===== config.mk =====
export PLATFORM = sky130hd
export DESIGN_NAME = ga_gen_ctrl
export DESIGN_NICKNAME = d
export VERILOG_FILES = /design/src/rtl/ga_gen_ctrl_pkg.sv /design/src/rtl/ga_phase_timer.sv /design/src/rtl/ga_gen_ctrl.sv
export SDC_FILE = /design/constraint.sdc
export NUM_CORES = 1
export LEC_CHECK = 0
export ABC_AREA = 1
export BUFFER_PORTS_ARGS = -buffer_cell sky130_fd_sc_hd__buf_2
export CORE_UTILIZATION = 56
export DETAILED_ROUTE_END_ITERATION = 10
export HOLD_SLACK_MARGIN = 0.12
export PLACE_DENSITY = 0.81
export SYNTH_ARGS = -nofsm -noshare
export SYNTH_HDL_FRONTEND = slang
export SYNTH_SLANG_ARGS = --single-unit

===== constraint.sdc =====
create_clock -name clk -period 2.85 [get_ports clk]
set_input_delay 0.285 -clock clk [delete_from_list [all_inputs] [get_ports clk]]
set_output_delay 0.285 -clock clk [all_outputs]
set_load 0.05 [all_outputs]

===== src/rtl/ga_gen_ctrl_pkg.sv =====
// rtl/ga_gen_ctrl_pkg.sv - shared GA types: controller states, distance and phase-timer widths
package ga_gen_ctrl_pkg;

  localparam int GA_DIST_W  = 12;
  localparam int GA_TIMER_W = 16;

  typedef enum logic [2:0] {
    ST_IDLE   = 3'd0,
    ST_SEL    = 3'd1,
    ST_XO     = 3'd2,
    ST_MUT    = 3'd3,
    ST_COMMIT = 3'd4,
    ST_FINISH = 3'd5,
    ST_ERR    = 3'd6
  } ga_state_e;

  // Engine phases are the only states where an engine runs and the watchdog counts.
  function automatic logic is_engine_phase(input ga_state_e s);
    return (s == ST_SEL) || (s == ST_XO) || (s == ST_MUT);
  endfunction

endpackage


===== src/rtl/ga_phase_timer.sv =====
// rtl/ga_phase_timer.sv - per-phase watchdog: clear on phase entry, count while an engine runs
module ga_phase_timer
  import ga_gen_ctrl_pkg::*;
#(
  parameter int TIMEOUT = 1024
) (
  input  logic clk,
  input  logic rst_n,
  input  logic clr,
  input  logic inc,
  output logic expired
);

  localparam logic [GA_TIMER_W-1:0] LAST = GA_TIMER_W'(TIMEOUT - 1);

  logic [GA_TIMER_W-1:0] count;

  always_ff @(posedge clk or negedge rst_n) begin
    if (!rst_n) begin
      count <= '0;
    end else if (clr) begin
      count <= '0;
    end else if (inc && (count != {GA_TIMER_W{1'b1}})) begin
      count <= count + 1'b1;
    end
  end

  assign expired = inc && (count == LAST);

endmodule


===== src/rtl/ga_gen_ctrl.sv =====
// rtl/ga_gen_ctrl.sv - GA generation sequencer: selection, crossover, mutation, commit per generation
module ga_gen_ctrl
  import ga_gen_ctrl_pkg::*;
#(
  parameter int NUM_GENS = 100,
  parameter int TIMEOUT  = 1024,
  parameter int DIST_W   = GA_DIST_W
) (
  input  logic              clk,
  input  logic              rst_n,
  input  logic              start,
  input  logic              abort,
  input  logic [DIST_W-1:0] target_dist,
  output logic              sel_start,
  input  logic              sel_done,
  input  logic [DIST_W-1:0] sel_best,
  output logic              xo_start,
  input  logic              xo_done,
  output logic              mut_start,
  input  logic              mut_done,
  output logic              pop_we,
  output logic [15:0]       gen_count,
  output logic [DIST_W-1:0] best_dist,
  output logic              busy,
  output logic              done,
  output logic              error
);

  localparam logic [31:0] NUM_GENS_U = 32'(NUM_GENS);

  ga_state_e         state;
  ga_state_e         state_nxt;
  logic              expired;
  logic              finish_now;
  logic [31:0]       gen_next32;
  logic [15:0]       gen_inc;
  logic [DIST_W-1:0] best_upd;

  assign gen_next32 = {16'd0, gen_count} + 32'd1;
  assign gen_inc    = (gen_count == 16'hFFFF) ? gen_count : gen_count + 16'd1;
  assign best_upd   = (sel_best < best_dist) ? sel_best : best_dist;
  // best_dist already holds this generation's minimum by the time COMMIT is reached.
  assign finish_now = (gen_next32 == NUM_GENS_U) || (best_dist <= target_dist);

  always_comb begin
    state_nxt = state;
    case (state)
      ST_IDLE:   if (start) state_nxt = ST_SEL;
      ST_SEL:    if (sel_done) state_nxt = ST_XO;
                 else if (expired) state_nxt = ST_ERR;
      ST_XO:     if (xo_done) state_nxt = ST_MUT;
                 else if (expired) state_nxt = ST_ERR;
      ST_MUT:    if (mut_done) state_nxt = ST_COMMIT;
                 else if (expired) state_nxt = ST_ERR;
      ST_COMMIT: state_nxt = finish_now ? ST_FINISH : ST_SEL;
      ST_FINISH: state_nxt = ST_IDLE;
      ST_ERR:    if (start) state_nxt = ST_IDLE;
      default:   state_nxt = ST_IDLE;
    endcase
    if (abort) state_nxt = ST_IDLE;
  end

  ga_phase_timer #(
    .TIMEOUT(TIMEOUT)
  ) u_timer (
    .clk    (clk),
    .rst_n  (rst_n),
    .clr    (state_nxt != state),
    .inc    (is_engine_phase(state)),
    .expired(expired)
  );

  always_ff @(posedge clk or negedge rst_n) begin
    if (!rst_n) begin
      state     <= ST_IDLE;
      gen_count <= '0;
      best_dist <= '1;
    end else begin
      state <= state_nxt;
      if ((state == ST_IDLE) && (state_nxt == ST_SEL)) begin
        gen_count <= '0;
        best_dist <= '1;
      end
      if ((state == ST_SEL) && sel_done && !abort) begin
        best_dist <= best_upd;
      end
      if (state == ST_COMMIT) begin
        gen_count <= gen_inc;
      end
    end
  end

  assign sel_start = (state == ST_SEL);
  assign xo_start  = (state == ST_XO);
  assign mut_start = (state == ST_MUT);
  assign pop_we    = (state == ST_COMMIT);
  assign done      = (state == ST_FINISH);
  assign error     = (state == ST_ERR);
  assign busy      = (state != ST_IDLE) && (state != ST_ERR);

endmodule


==> metrics.yaml <==
run_status:
  status: "finished clean"
timing:
  min_period_over_period: 0.827
  rsz0062_at_grt: "false"
  fin_skew_ns: 0.00705
  period_needed_ns: 2.36
  slew_viol_final: 0
  slew_headroom: 0.256
  setup_viol_count_final: 0
  fmax_mhz: 424
  final_hold_viol_count: 0
  whs_ns: 0.165
  tightest_slew_ns: 1.12
  setup_tns_ns: 0
synthesis:
  synth_nets: 512
  synth_area_per_cell_um2: 7.49
  synth_compound_area_frac: 0.135
  post-synth-top-area-fraction: 0.257
  synthXorXnorAreaFrac: 0.0334
  seq_area_frac_synth: 0.349
  yosysTopAreaCell: "dfrtp_1"
  yosysWarnings: 0
  synthMuxAreaShare: 0.00294
  synth_top_family_by_area: "simple AND/OR/NAND/NOR gates"
  syn_area_um2: 3410
  synthSimpleGateAreaFrac: 0.297
  synth-seq-cells: 47
  synth_cell_types: 37
  synth_area_leaders: "dfrtp_1, nand2_1, ha_1"
  syn_inst: 455
  synth_adder_area_share: 0.0954
critical_path:
  path_cells: "ha_1 > nand3_1 > nor2_1 > nand3_1 > nand2_1 > nand2_1 > inv_1 > nand2_1 > nor2_1 > nand3_1 > nand2_1 > nand2_1 > nand2_2 > nand2_2 > nand2_2 > nand3_4 > nor2_1"
  endpoint_kind: "flip-flop"
  crit_top_cell: "nand2_1"
  slowest_delay_ns: 0.46
  reg2reg_setup_slack_ns: 0.49
  crit_fanout: 16
  path_buf_inv: 1
  crit_arrival_ns: 2.59
  cp.required_ns: 3.08
  startpoint_type: "flip-flop"
  crit_family: "simple AND/OR/NAND/NOR gates"
  crit_type: "flip-flop to flip-flop"
  cp_slowest_cell: "dfrtp_1"
placement:
  place_area_um2: 3780
  portBuffers: 65
  gp_congestion: 0.869
  hpwlAfterDp_mm: 6.03
  place_inst: 588
die:
  die_area_um2: 6400
  core_um2: 5890
  die_w_um: 80.0
  placementRows: 28
  die_height_um: 80.0
  start_util: 0.579
  io_pins: 66
final_layout:
  fillCellCount: 528
  diodes: 0
  drive_gt1_frac: 0.240
  nNetsFinal: 577
  fin_cells: 595
  areaGrowthSynthToFinish_pct: 13.1
  utilization: 0.655
  design_area_um2: 3860
detailed_routing:
  first_iter_violations: 218
  vias_per_cell: 5.40
  routed-via-count: 3211
  drtPass1Iterations: 5
  drtAntennaViolNets: 0
  avgRoutedWirePerCell_um: 13.4
  wl_mm: 7.95
  drcViolationCount: 0
cts:
  clk_pin_slew_worst_paths_ns: 0.09
  clockRootBuffer: "clkbuf_8"
  cts_resized: 0
  cts_buffers: 5
  cts_setup_buffers: 0
  holdBufCountCts: 0
  worstSkewPairLatency_ns: 0.31
  clock_path_buffers: 2
  cts_sinks: 47
  cts_htree_levels: 2
  cts_tree: "done"
global_route:
  grt_pass1_wl_mm: 12.9
  overflow: 0
  track_usage: 0.260
  grt_max_degree: 48
  antenna_found_initial: 0
  grt_pass1_vias: 2935
run:
  drv_cap: 0
worst_hold_path:
  hold_path_class: "primary input to asynchronous set/reset pin"
power_and_ir_drop:
  vdd_drop_max_mv: 0.394
  p_per_area_nw_per_um2: 511
  leakage_nw: 1.90
per-layer routing:
metal / share of wire / wire length (µm) / GRT usage
met1: 0.45 / 3570 / 0.326
met2: 0.49 / 3880 / 0.443
met3: 0.042 / 332 / 0.0411
met4: 0.020 / 162 / 0.107
met5: 0 / 0 / 0
per-stage QoR:
stage	total power, mW	setup WS (ns)
5_1_grt	2.09	0.117
3_3_place_gp	1.54	0.575
6_report	1.97	0.492
2_1_floorplan	1.39	0.417
4_1_cts	1.98	0.481
3_5_place_dp	1.59	0.525
area by class of cell:
| type | count | area [µm²] | share of cell area |
|---|---|---|---|
| timing repair buffer | 66 | 333 | 0.0863 |
| sequential | 47 | 1190 | 0.309 |
| tap | 75 | 93.8 | 0.0243 |
| multi-input combinational | 336 | 1920 | 0.498 |
| clock buffer | 7 | 76.3 | 0.0198 |
| inverter | 64 | 240 | 0.0623 |
logic make-up (layout without fill, tap and decap cells):
logic type | Yosys count | after routing
flops | 47 | 47
xor+xnor | 13 | 13
fa+ha+maj | 26 | 26
compound gates | 79 | 79
buf+inv | 72 | 137
mux | 1 | 1
simple gates | 217 | 217
power breakdown:
part | switching (mW) | internal, mW | leakage, nW
combinational | 0.524 | 0.225 | 1.24
sequential | 0.0517 | 0.772 | 0.613
clock | 0.230 | 0.170 | 0.0383
total | 0.805 | 1.17 | 1.90
placed cells by master, fill, tap and decap left out, types with 10 or more instances in the layout:
cell and n:
a21oi_1 18, buf_2 65, dfrtp_1 35, dfstp_2 12
ha_1 26, inv_1 61, nand2_1 93, nand3_1 30
nor2_1 46, nor2_2 16, o21ai_0 25, o21ai_1 19
xor2_1 10
registers in the layout (all words and copies together), names as in the netlist:
register and flops:
best_dist 12, gen_count 16, state 3, u_timer.count 16
cell usage after synthesis:
library cell	count
nand2_1	93
inv_1	61
nor2_1	46
dfrtp_1	35
nand3_1	30
ha_1	26
o21ai_0	25
o21ai_1	19
a21oi_1	18
nor2_2	16
dfstp_2	12
xor2_1	10
nand4_1	8
nor3_1	7
nand2_2	6
o21ai_2	6
nand2_4	4
o22ai_1	4
inv_2	3
xnor2_1	3
buf_2	2
buf_4	2
buf_6	2
clkbuf_1	2
nor2_4	2
o211ai_1	2
a21o_1	1
a31oi_1	1
a31oi_4	1
and2_1	1
and2_4	1
and3_1	1
mux2i_1	1
nand3_2	1
nand3_4	1
o21a_1	1
o41ai_2	1
path summary, 6_finish.rpt:
kind                              start          endpoint  cells past startpoint
hold / removal                    rst_n      gen_count[9]                      1
hold reg to reg            best_dist[7]      best_dist[7]                      2
min in group clk            sel_best[6]      best_dist[6]                      3
setup / recovery           gen_count[1]  u_timer.count[3]                     17
setup reg to reg           gen_count[1]  u_timer.count[3]                     17
max in group asynchronous         rst_n  u_timer.count[5]                      1
Note: power is estimated with default switching activity, not from simulation.
